--- src/rtl/tmr_sched_pkg.sv ---
// Shared definitions for the DTMR replica scheduler: default tuning constants,
// FSM state encoding and small replica-mask helpers.
package tmr_sched_pkg;

  localparam logic [3:0] ERR_HI    = 4'd8;
  localparam logic [3:0] ERR_LO    = 4'd4;
  localparam int         WARM_CYC  = 4;
  localparam int         HOLD_CYC  = 16;
  localparam int         FAULT_MAX = 3;

  typedef enum logic [1:0] {
    SIMPLEX = 2'd0,
    WARMUP  = 2'd1,
    TMR     = 2'd2
  } fsm_e;

  // Plain-vector aliases of the enum so the FSM register stays a logic vector.
  localparam logic [1:0] ST_SIMPLEX = SIMPLEX;
  localparam logic [1:0] ST_WARMUP  = WARMUP;
  localparam logic [1:0] ST_TMR     = TMR;

  function automatic logic [1:0] popcount3(input logic [2:0] v);
    return {1'b0, v[0]} + {1'b0, v[1]} + {1'b0, v[2]};
  endfunction

  // Next healthy replica after p, searching p+1 then p+2 (mod 3).
  // With no other healthy replica the index is left where it is.
  function automatic logic [1:0] next_healthy(input logic [1:0] p, input logic [2:0] mask);
    logic [1:0] p1;
    logic [1:0] p2;
    p1 = (p  == 2'd2) ? 2'd0 : p  + 2'd1;
    p2 = (p1 == 2'd2) ? 2'd0 : p1 + 2'd1;
    if (mask[p1])      return p1;
    else if (mask[p2]) return p2;
    else               return p;
  endfunction

endpackage

--- src/rtl/tmr_sched_if.sv ---
// Control/status bundle between the scheduler and the replica/voter datapath.
interface tmr_sched_if;
  logic [3:0] err_rate;
  logic       f1;
  logic       f2;
  logic       b1;
  logic       b2;
  logic [2:0] fault;
  logic [2:0] en;
  logic       state;
  logic [1:0] primary;
  logic [2:0] retired;
  logic       degraded;
  logic       fail;
  logic       unc;

  modport master (
    output err_rate, f1, f2, b1, b2, fault,
    input  en, state, primary, retired, degraded, fail, unc
  );

  modport slave (
    input  err_rate, f1, f2, b1, b2, fault,
    output en, state, primary, retired, degraded, fail, unc
  );
endinterface

--- src/rtl/tmr_fault_track.sv ---
// Per-replica voter fault counters, sticky retirement, uncorrectable-vote
// pulse and primary rotation. Exposes next-state retirement/primary so the
// scheduler can react in the same update.
module tmr_fault_track
  import tmr_sched_pkg::*;
#(
  parameter int FAULT_LIMIT = tmr_sched_pkg::FAULT_MAX
) (
  input  logic       clk,
  input  logic       rst,
  input  logic       tmr_active,
  input  logic [2:0] fault,
  output logic [2:0] retired_q,
  output logic [2:0] retired_d,
  output logic [1:0] primary_q,
  output logic [1:0] primary_d,
  output logic       unc_q
);

  localparam int              CNT_W   = $clog2(FAULT_LIMIT + 1);
  localparam logic [CNT_W-1:0] CNT_MAX = CNT_W'(FAULT_LIMIT);
  localparam logic [CNT_W-1:0] CNT_SAT = {CNT_W{1'b1}};

  logic [2:0][CNT_W-1:0] cnt_q;
  logic [2:0][CNT_W-1:0] cnt_d;
  logic [2:0][CNT_W-1:0] cnt_inc;
  logic [2:0]            fault_eff;
  logic [2:0]            hit;
  logic                  single;
  logic                  multi;
  logic                  unc_d;

  // Already-retired replicas are disabled, so their flags carry no information.
  assign fault_eff = fault & ~retired_q;
  assign single    = tmr_active && (popcount3(fault_eff) == 2'd1);
  assign multi     = tmr_active && (popcount3(fault_eff) > 2'd1);

  for (genvar gi = 0; gi < 3; gi++) begin : g_rep
    assign cnt_inc[gi] = (cnt_q[gi] == CNT_SAT) ? cnt_q[gi] : cnt_q[gi] + 1'b1;
    assign hit[gi]     = single && fault_eff[gi] && (cnt_inc[gi] >= CNT_MAX);
  end

  // Counter/retire/rotation next state; a multi-bit vote freezes the counters.
  always_comb begin
    cnt_d     = cnt_q;
    retired_d = retired_q | hit;
    unc_d     = multi;
    if (!multi) begin
      for (int i = 0; i < 3; i++) begin
        cnt_d[i] = (single && fault_eff[i] && !hit[i]) ? cnt_inc[i] : '0;
      end
    end
    primary_d = retired_d[primary_q] ? next_healthy(primary_q, ~retired_d) : primary_q;
  end

  // Tracker state registers.
  always_ff @(posedge clk) begin
    if (rst) begin
      cnt_q     <= '0;
      retired_q <= 3'b000;
      primary_q <= 2'd0;
      unc_q     <= 1'b0;
    end else begin
      cnt_q     <= cnt_d;
      retired_q <= retired_d;
      primary_q <= primary_d;
      unc_q     <= unc_d;
    end
  end

endmodule

--- src/rtl/tmr_sched.sv ---
// Simplex/TMR mode scheduler for the three PCC replicas: demand hysteresis,
// warm-up before voting, and replica enable / voter mode generation.
module tmr_sched #(
  parameter logic [3:0] ERR_HI    = tmr_sched_pkg::ERR_HI,
  parameter logic [3:0] ERR_LO    = tmr_sched_pkg::ERR_LO,
  parameter int         WARM_CYC  = tmr_sched_pkg::WARM_CYC,
  parameter int         HOLD_CYC  = tmr_sched_pkg::HOLD_CYC,
  parameter int         FAULT_MAX = tmr_sched_pkg::FAULT_MAX
) (
  input  logic        clk,
  input  logic        rst,
  tmr_sched_if.slave  bus
);
  import tmr_sched_pkg::*;

  localparam int              WARM_W    = $clog2(WARM_CYC + 1);
  localparam int              HOLD_W    = $clog2(HOLD_CYC + 1);
  localparam logic [WARM_W-1:0] WARM_LAST = WARM_W'(WARM_CYC - 1);
  localparam logic [HOLD_W-1:0] HOLD_LAST = HOLD_W'(HOLD_CYC - 1);

  logic [1:0]        fsm_q, fsm_d;
  logic [WARM_W-1:0] warm_q, warm_d;
  logic [HOLD_W-1:0] hold_q, hold_d;
  logic [2:0]        en_q, en_d;
  logic              state_q, state_d;
  logic              degraded_q, degraded_d;
  logic              fail_q, fail_d;

  logic [2:0] retired_q, retired_d, healthy_d;
  logic [1:0] primary_q, primary_d;
  logic       unc_q;
  logic       sensor, hi, lo, two_ok;

  assign sensor    = bus.f1 | bus.f2 | bus.b1 | bus.b2;
  assign hi        = (bus.err_rate >= ERR_HI) | sensor;
  assign lo        = (bus.err_rate <= ERR_LO) & ~sensor;
  assign healthy_d = ~retired_d;
  assign two_ok    = popcount3(healthy_d) >= 2'd2;

  tmr_fault_track #(.FAULT_LIMIT(FAULT_MAX)) u_fault (
    .clk        (clk),
    .rst        (rst),
    .tmr_active (fsm_q == ST_TMR),
    .fault      (bus.fault),
    .retired_q  (retired_q),
    .retired_d  (retired_d),
    .primary_q  (primary_q),
    .primary_d  (primary_d),
    .unc_q      (unc_q)
  );

  // Mode FSM; uses post-retirement health so a retirement wins over a mode change.
  always_comb begin
    fsm_d  = fsm_q;
    warm_d = warm_q;
    hold_d = '0;
    case (fsm_q)
      ST_SIMPLEX: begin
        if (hi && two_ok) begin
          fsm_d  = ST_WARMUP;
          warm_d = '0;
        end
      end
      ST_WARMUP: begin
        if (!two_ok)                fsm_d = ST_SIMPLEX;
        else if (warm_q == WARM_LAST) fsm_d = ST_TMR;
        else                        warm_d = warm_q + 1'b1;
      end
      ST_TMR: begin
        if (!two_ok) begin
          fsm_d = ST_SIMPLEX;
        end else if (lo) begin
          if (hold_q == HOLD_LAST) fsm_d = ST_SIMPLEX;
          else                     hold_d = hold_q + 1'b1;
        end
      end
      default: fsm_d = ST_SIMPLEX;
    endcase
  end

  // Output decode from next state so every output is a plain register.
  always_comb begin
    fail_d     = (healthy_d == 3'b000);
    degraded_d = popcount3(healthy_d) < 2'd2;
    state_d    = (fsm_d == ST_TMR) && !fail_d;
    if (fail_d)                   en_d = 3'b000;
    else if (fsm_d == ST_SIMPLEX) en_d = 3'b001 << primary_d;
    else                          en_d = healthy_d;
  end

  // Scheduler state and output registers.
  always_ff @(posedge clk) begin
    if (rst) begin
      fsm_q      <= ST_SIMPLEX;
      warm_q     <= '0;
      hold_q     <= '0;
      en_q       <= 3'b001;
      state_q    <= 1'b0;
      degraded_q <= 1'b0;
      fail_q     <= 1'b0;
    end else begin
      fsm_q      <= fsm_d;
      warm_q     <= warm_d;
      hold_q     <= hold_d;
      en_q       <= en_d;
      state_q    <= state_d;
      degraded_q <= degraded_d;
      fail_q     <= fail_d;
    end
  end

  assign bus.en       = en_q;
  assign bus.state    = state_q;
  assign bus.primary  = primary_q;
  assign bus.retired  = retired_q;
  assign bus.degraded = degraded_q;
  assign bus.fail     = fail_q;
  assign bus.unc      = unc_q;

endmodule

--- src/flat_wrapper.sv ---
// flat-port wrapper written by rule: the top's interface ports become plain ports
module tmr_sched_flat import tmr_sched_pkg::*;
#(
  parameter logic [3:0] ERR_HI    = tmr_sched_pkg::ERR_HI,
  parameter logic [3:0] ERR_LO    = tmr_sched_pkg::ERR_LO,
  parameter int         WARM_CYC  = tmr_sched_pkg::WARM_CYC,
  parameter int         HOLD_CYC  = tmr_sched_pkg::HOLD_CYC,
  parameter int         FAULT_MAX = tmr_sched_pkg::FAULT_MAX
)
  (clk, rst, bus_err_rate, bus_f1, bus_f2, bus_b1, bus_b2, bus_fault, bus_en, bus_state, bus_primary, bus_retired, bus_degraded, bus_fail, bus_unc);
  tmr_sched_if bus_i ();
  input  logic clk;
  input  logic rst;
  input wire logic [$bits(bus_i.err_rate)-1:0] bus_err_rate;
  input wire logic [$bits(bus_i.f1)-1:0] bus_f1;
  input wire logic [$bits(bus_i.f2)-1:0] bus_f2;
  input wire logic [$bits(bus_i.b1)-1:0] bus_b1;
  input wire logic [$bits(bus_i.b2)-1:0] bus_b2;
  input wire logic [$bits(bus_i.fault)-1:0] bus_fault;
  output wire logic [$bits(bus_i.en)-1:0] bus_en;
  output wire logic [$bits(bus_i.state)-1:0] bus_state;
  output wire logic [$bits(bus_i.primary)-1:0] bus_primary;
  output wire logic [$bits(bus_i.retired)-1:0] bus_retired;
  output wire logic [$bits(bus_i.degraded)-1:0] bus_degraded;
  output wire logic [$bits(bus_i.fail)-1:0] bus_fail;
  output wire logic [$bits(bus_i.unc)-1:0] bus_unc;
  assign bus_i.err_rate = bus_err_rate;
  assign bus_i.f1 = bus_f1;
  assign bus_i.f2 = bus_f2;
  assign bus_i.b1 = bus_b1;
  assign bus_i.b2 = bus_b2;
  assign bus_i.fault = bus_fault;
  assign bus_en = bus_i.en;
  assign bus_state = bus_i.state;
  assign bus_primary = bus_i.primary;
  assign bus_retired = bus_i.retired;
  assign bus_degraded = bus_i.degraded;
  assign bus_fail = bus_i.fail;
  assign bus_unc = bus_i.unc;
  tmr_sched #(.ERR_HI(ERR_HI), .ERR_LO(ERR_LO), .WARM_CYC(WARM_CYC), .HOLD_CYC(HOLD_CYC), .FAULT_MAX(FAULT_MAX)) u_core (.clk(clk), .rst(rst), .bus(bus_i));
endmodule
--- config.mk ---
export PLATFORM = sky130hd
export DESIGN_NAME = tmr_sched_flat
export DESIGN_NICKNAME = d
export VERILOG_FILES = /design/src/rtl/tmr_sched_pkg.sv /design/src/rtl/tmr_sched_if.sv /design/src/rtl/tmr_fault_track.sv /design/src/rtl/tmr_sched.sv /design/src/flat_wrapper.sv
export SDC_FILE = /design/constraint.sdc
export NUM_CORES = 1
export LEC_CHECK = 0
export CORE_UTILIZATION = 45
export CTS_CLUSTER_DIAMETER = 40
export DETAILED_ROUTE_END_ITERATION = 8
export PLACE_DENSITY = 0.81
export SLEW_MARGIN = 25
export SYNTH_ARGS = -nofsm -noshare
export SYNTH_HDL_FRONTEND = slang
export SYNTH_SLANG_ARGS = --single-unit
--- constraint.sdc ---
create_clock -name clk -period 4.2 [get_ports clk]
set_clock_uncertainty 0.2 [all_clocks]
set_input_delay 1.05 -clock clk [delete_from_list [all_inputs] [get_ports clk]]
set_output_delay 1.05 -clock clk [all_outputs]
set_load 0.01 [all_outputs]
### Word-level counts from Yosys, hierarchy flattened

Index checks and enable logic that the tools add are counted.

* register bits after elaboration: 28
* input bits: 13
* output and inout port bits: 12
* word-level logic and storage cells: 118

* $add $sub $neg: 11
* magnitude comparators: 11
* equal/unequal tests: 14
* shifts and indexed selects: 1
* mux-type cells: 30
* bitwise gates (word level): 13
* reduce and logical (&&, ||, !) cells: 24

Operators by type and width (count)
* two-way mux 2 bit: 17
* equality test 2 bit, second input constant: 7
* logical AND 1 bit: 13
* two-way mux 3 bit: 4
* adder 2 x 1 -> 2 bit, second input constant: 5
* < comparator 2 x 3 -> 1 bit, second input constant: 3
* >= comparator 2 bit, second input constant: 4
* binary-select mux 1 bit (select 2 bit): 3
* inverter 3 bit: 2
* case mux 2 bit (3 select lines): 1
* case mux 3 bit (2 select lines): 1
* adder 5 x 1 -> 5 bit, second input constant: 1
* equality test 5 x 4 -> 1 bit, second input constant: 1
* OR reduction 5 bit: 1
* adder 1 x 1 -> 2 bit: 2
* adder 2 x 1 -> 2 bit: 2
* equality test 2 x 1 -> 1 bit, second input constant: 2
* >= comparator 4 bit, second input constant: 1
* <= comparator 4 x 3 -> 1 bit, second input constant: 1
* logical NOT 1 bit: 4
* logical NOT 2 bit: 2
* two-way mux 1 bit: 4
* inequality test 2 x 1 -> 1 bit, second input constant: 2
* inverter 1 bit: 4
* 14 further kinds: 17

### Logic depth before layout (Yosys ltp)

Gate-level depths: netlist of run 1.

* depth after elaboration: 19
* gate-level depth with buffers: 8
* depth with buffers taken out: 7

### By module

Synthesis of run 1 repeated with hierarchy kept, for this count alone.

* cell total of the unflattened synthesis: 135
* area, all modules: 1312.5 µm²

By module, submodules not included
* tmr_sched: instances 1, cells each 77, area an instance 754.5 µm², seq. area each 320.3 µm²
* tmr_fault_track: instances 1, cells each 58, area an instance 558.0 µm², seq. area each 240.2 µm²

### Worst setup path after synthesis of run 1

No wires, ideal clock.

* path kind: input to register
* from: input bus_fault[0]
* to: register u_core.warm_q[0]
* setup time: 0.070 ns
* arrival: 3.094 ns
* required time: 3.930 ns
* slack: 0.836 ns
* stages: 7
* buffers on the path: 0
* cell sequence: nor2b_1 -> fa_1 -> nor4bb_4 -> a31o_2 -> maj3_2 -> or4_1 -> a21oi_1

* longest elaborated chain between the ends: 15
* elaborated cells between the ends (all ways): 20
* those cells by class: 4 x add/sub; 1 x order compare; 3 x eq/ne; 3 x bitwise; 9 x reduce/logical

Ends and longest elaborated chain
* start, declared: line flat_wrapper.sv:19 `input wire logic [$bits(bus_i.fault)-1:0] bus_fault;`
* bitwise AND 3 bit (*): line tmr_fault_track.sv:34 `assign fault_eff = fault & ~retired_q;`
* adder 1 x 1 -> 2 bit: line tmr_sched_pkg.sv:23 `return {1'b0, v[0]} + {1'b0, v[1]} + {1'b0, v[2]};`
* adder 2 x 1 -> 2 bit: line tmr_sched_pkg.sv:23
* equality test 2 x 1 -> 1 bit: line tmr_fault_track.sv:35 `assign single = tmr_active && (popcount3(fault_eff) == 2'd1);`
* logical AND 1 bit: line tmr_fault_track.sv:35
* logical AND 1 bit (2 in a row): line tmr_fault_track.sv:40 `assign hit[gi] = single && fault_eff[gi] && (cnt_inc[gi] >= CNT_MAX);`
* OR 3 bit (*): line tmr_fault_track.sv:46 `retired_d = retired_q | hit;`
* inverter 3 bit (*): line tmr_sched.sv:37 `assign healthy_d = ~retired_d;`
* adder 1 x 1 -> 2 bit: line tmr_sched_pkg.sv:23
* adder 2 x 1 -> 2 bit (*): line tmr_sched_pkg.sv:23
* >= comparator 2 bit (*): line tmr_sched.sv:38 `assign two_ok = popcount3(healthy_d) >= 2'd2;`
* logical AND 1 bit: line tmr_sched.sv:59 `if (hi && two_ok) begin`
* inequality test 2 x 1 -> 1 bit (no source line)
* AND reduction 4 bit (no source line) (*)
* end signal, assigned: line tmr_sched.sv:103 `warm_q <= warm_d;`
* end, declared: line tmr_sched.sv:22 `logic [WARM_W-1:0] warm_q, warm_d;`

Every way passes the cells marked *; elsewhere a longest branch is shown, timed or not.
A chain may end at the register's enable or synchronous reset.

### Final worst setup path of run 1

* from: input bus_fault[2]
* to: register u_core.warm_q[0]

* longest elaborated chain between the ends: 14
* elaborated cells between the ends (all ways): 19
* those cells by class: 3 x add/sub; 1 x order compare; 3 x eq/ne; 3 x bitwise; 9 x reduce/logical

Ends and longest elaborated chain (line)
* bitwise AND 3 bit (*): tmr_fault_track.sv:34
* adder 2 x 1 -> 2 bit: tmr_sched_pkg.sv:23
* equality test 2 x 1 -> 1 bit: tmr_fault_track.sv:35
* logical AND 1 bit: tmr_fault_track.sv:35
* logical AND 1 bit (2 in a row): tmr_fault_track.sv:40
* OR 3 bit (*): tmr_fault_track.sv:46
* inverter 3 bit (*): tmr_sched.sv:37
* adder 1 x 1 -> 2 bit: tmr_sched_pkg.sv:23
* adder 2 x 1 -> 2 bit (*): tmr_sched_pkg.sv:23
* >= comparator 2 bit (*): tmr_sched.sv:38
* logical AND 1 bit: tmr_sched.sv:59
* inequality test 2 x 1 -> 1 bit (no source line)
* AND reduction 4 bit (no source line) (*)

Marks and branches as above.

==> summary.txt, run 1 <==
Critical path
  • CP Data Required Time: between 4 and 5 ns
  • Crit-path max FO: 7
  • Startpoint Class: input port
  • Arrival time worst endpoint: roughly 3.9 ns
  • R2r endpoint: u_core.warm_q[0]
  • Worst r2r src: u_core.u_fault.retired_q[0]
  • Max incr delay on CP: 0.54 ns
  • Setup crit end kind: flip-flop
  • CP Class: input port to flip-flop
  • CP max-delay cell: clkdlybuf4s50_1
  • Crit-path cells: clkdlybuf4s50_1 > nor2b_1 > fa_1 > nor4bb_4 > a31o_2 > maj3_2 > or4_1 > a21oi_1
  • Path depth of the worst reg2reg path: 7
  • Top delay family on crit path: simple AND/OR/NAND/NOR gates
  • Critical path buffer and inverter count: 1
  • Flop2flop setup slack: 1.32 ns

Die
  • IO Count: 25
  • Core ar.: 2730 um^2
  • Die Y-Extent: between 50 and 60 um
  • DIE AREA: 3080 um^2
  • Num rows: 19
  • Die W: 55.5 um
  • Initial Utilization: 0.471

Synthesis
  • Top-count cell post-synth: dfxtp_1
  • Mapped Area: about 1300 um^2
  • Mapped Cells: 147
  • Ys async rst share: 0
  • Synth cell count leaders: dfxtp_1 (28), nand2_1 (16), nor2_1 (15)
  • Mapped Nets: between 150 and 200
  • Post-synth EDFFs: 0
  • Top post-synthesis cells by area: dfxtp_1 (44%), o21ai_0 (4.7%), nand2_1 (4.7%)
  • Register area share after synthesis: 0.435
  • Syn_area_per_cell: roughly 8.8 um^2
  • Distinct cells, synth: 42
  • Dominant synthesized flop cell: dfxtp_1
  • Syn. warnings: 0
  • FF+latch count, synth: 28
  • Top cell type's share of synthesized area: 0.435
  • Largest area contributor in the netlist: dfxtp_1

STA
  • Fin Setup TNS: 0 ns
  • Fmax achieved: about 0.26 GHz
  • Hold Vio Cnt, Final: 0
  • Max Slew Vio Count: 0
  • RSZ-0062 raised after global routing: no
  • Max_slew headroom: 0.552
  • Final setup fails: 0
  • Actual slew at the worst max-slew pin: 0.671 ns
  • Tcrit/Tclk final: 0.899
  • Final Critical Period: 3.78 ns

Clocking
  • CTS Buffer Depth: 2
  • CTS sink cnt: 28
  • Setup Fix Bufs, Post-CTS: 0
  • Root buffer cell: clkbuf_4
  • Clock Latency Late Sink: ~0.34 ns
  • Clock slew at reported path FFs: about 0.15 ns
  • CTS tree: built
  • Num CTS Buffers: 3
  • H-tree levels: 1
  • Resized cells post-CTS: 0
  • # hold bufs at CTS: 0

Cells and area
  • Layout cell share with drive strength beyond 1: 0.0743
  • Nets@finish: 194
  • Post-layout instance area: between 1500 and 2000 um^2
  • Area delta synth->final: 26.9%
  • # diodes: 0
  • FILL cells: approximately 260

Place
  • Placed cell areas: 1580 um^2
  • Placer Congestion: 0.854
  • PortBufs: 24
  • Hpwl dp: 2100 um

Detailed routing
  • First DRT Iteration DRCs: 57
  • Vias per cell: roughly 5.8
  • DR WL/cell: 14.1 um
  • DRC: 0
  • Via count: 1,198
  • TritonRoute pass-1 iters: 4
  • Post-DRT Antenna Nets: 0
  • Routed WL: 2910 um

Power
  • LEAKAGE: around 0.00060 uW
  • Seq pwr share: 0.558
  • Total power: 487 uW
  • Clock power frac: 0.365
  • Worst IR Drop VDD: 0.331 mV
  • Net Switching: roughly 100 uW
  • Power per Cell Area: about 300 nW/um^2
  • Logic pwr share: 0.077
  • Int Power: ~390 uW
  • Sw Share: 0.204

Global route
  • Initial antenna violation count: 0
  • GRT overflow: 0
  • Largest net degree at the start of global routing: 19
  • First-pass GRT wire length: 4760 um
  • Vias in the first global route: 1,128
  • Global router's overall resource usage: 0.191

Flow run
  • Maxcap violations: 0

Hold path
  • Hold Path End: u_core.hold_q[0]
  • Min-delay worst type: flip-flop to flip-flop
  • Hold depth: 1
  • Worst hold start: u_core.hold_q[0]

Status
  • Outcome: finished, final reports clean
per-stage QoR:
step / setup WS [ns] / hold WS (ns) / cells / util
2_1_floorplan: 0.836 / 0.218 / 147 / -
3_3_place_gp: 0.233 / 0.228 / 202 / 0.578
3_5_place_dp: 0.0957 / 0.258 / 202 / 0.578
4_1_cts: 0.451 / 0.278 / 206 / 0.598
5_1_grt: 0.336 / 0.293 / 206 / 0.598
6_report: 0.424 / 0.274 / 206 / 0.598
kinds of logic after synthesis:
kind of cell,share of synthesized area
buffers and inverters,0.0262
AOI/OAI and AO/OA,0.211
adders and majority gates,0.0709
DFF,0.435
and+or+nand+nor,0.243
xor gates and xnor gates,0.0136
final cells by class:
type	instances	area, um^2	share of cell area
Inverter	5	18.8	0.0115
Clock buffer	3	22.5	0.0138
Sequential cell	28	561	0.343
Clock inverter	1	30.0	0.0184
Timing Repair Buffer	28	270	0.165
Tap cell	31	38.8	0.0237
Multi-Input combinational cell	110	693	0.424
power groups by stage:
stage | registers (uW) | logic [uW] | clock network, uW
final | 271 | 37.6 | 178
after global routing | 272 | 40.2 | 189
after CTS | 271 | 37.3 | 180
after detailed placement | 277 | 37.0 | 0
after global placement | 277 | 35.7 | 0
after floorplan | 277 | 17.6 | 0
state kept, by name, indices dropped and copies added (netlist names):
name,flops
u_core.hold_q,5
u_core.fsm_q,2
u_core.u_fault.primary_q,2
u_core.bus.state,1
u_core.warm_q,3
u_core.bus.degraded,1
u_core.u_fault.unc_q,1
u_core.bus.en,3
u_core.u_fault.retired_q,3
u_core.u_fault.cnt_q,6
u_core.bus.fail,1
routing by layer:
| layer | vias to the layer above | global-route usage | routed length, um |
|---|---|---|---|
| li1 | 589 | - | - |
| met1 | 560 | 0.225 | 1260 |
| met2 | 41 | 0.339 | 1450 |
| met3 | 8 | 0.0539 | 164 |
| met4 | 0 | 0.0500 | 43 |
| met5 | - | 0 | 0 |
worst max path at each step:
stage            startpoint               end  slack, ns  cells after the start
2_1_floorplan  bus_fault[0]  u_core.warm_q[0]       0.84                      7
3_3_place_gp   bus_fault[0]  u_core.warm_q[0]       0.23                      8
3_5_place_dp   bus_fault[0]  u_core.warm_q[0]        0.1                      8
4_1_cts        bus_fault[0]  u_core.warm_q[0]       0.45                      8
5_1_grt        bus_fault[0]  u_core.warm_q[0]       0.34                      8
6_report       bus_fault[2]  u_core.warm_q[0]       0.42                      8
cell usage in the layout, fill, tap and decap left out, types with 2 or more instances in the layout:
cell type / Yosys / layout
dfxtp_1: 28 / 28
clkdlybuf4s50_1: 0 / 24
nand2_1: 16 / 16
nor2_1: 15 / 15
o21ai_0: 12 / 12
nor3_1: 6 / 6
a21oi_1: 6 / 6
nand3_1: 6 / 6
inv_1: 5 / 5
nor2b_1: 4 / 4
a31oi_1: 4 / 4
o31ai_1: 4 / 4
ha_1: 4 / 4
buf_4: 0 / 4
nor4_1: 3 / 3
clkbuf_4: 0 / 3
and3_1: 2 / 2
a31o_2: 2 / 2
nand4_1: 2 / 2
Note: power is estimated with default switching activity, not from simulation.
==> run 2: changes to the inputs <==
--- a/config.mk
+++ b/config.mk
@@ -8,7 +8,9 @@
 export CORE_UTILIZATION = 45
 export CTS_CLUSTER_DIAMETER = 40
 export DETAILED_ROUTE_END_ITERATION = 8
+export HOLD_SLACK_MARGIN = 0.02
 export PLACE_DENSITY = 0.81
+export SKIP_LAST_GASP = 1
 export SLEW_MARGIN = 25
 export SYNTH_ARGS = -nofsm -noshare
 export SYNTH_HDL_FRONTEND = slang
==> results of run 2 <==
The final DEF is identical to that of run 1; final timing and power are the same.
==> run 3: changes to the inputs <==
--- a/config.mk
+++ b/config.mk
@@ -15,3 +15,4 @@
 export SYNTH_ARGS = -nofsm -noshare
 export SYNTH_HDL_FRONTEND = slang
 export SYNTH_SLANG_ARGS = --single-unit
+export TNS_END_PERCENT = 20
==> results of run 3 <==
The final DEF is identical to that of run 1; final timing and power are the same.
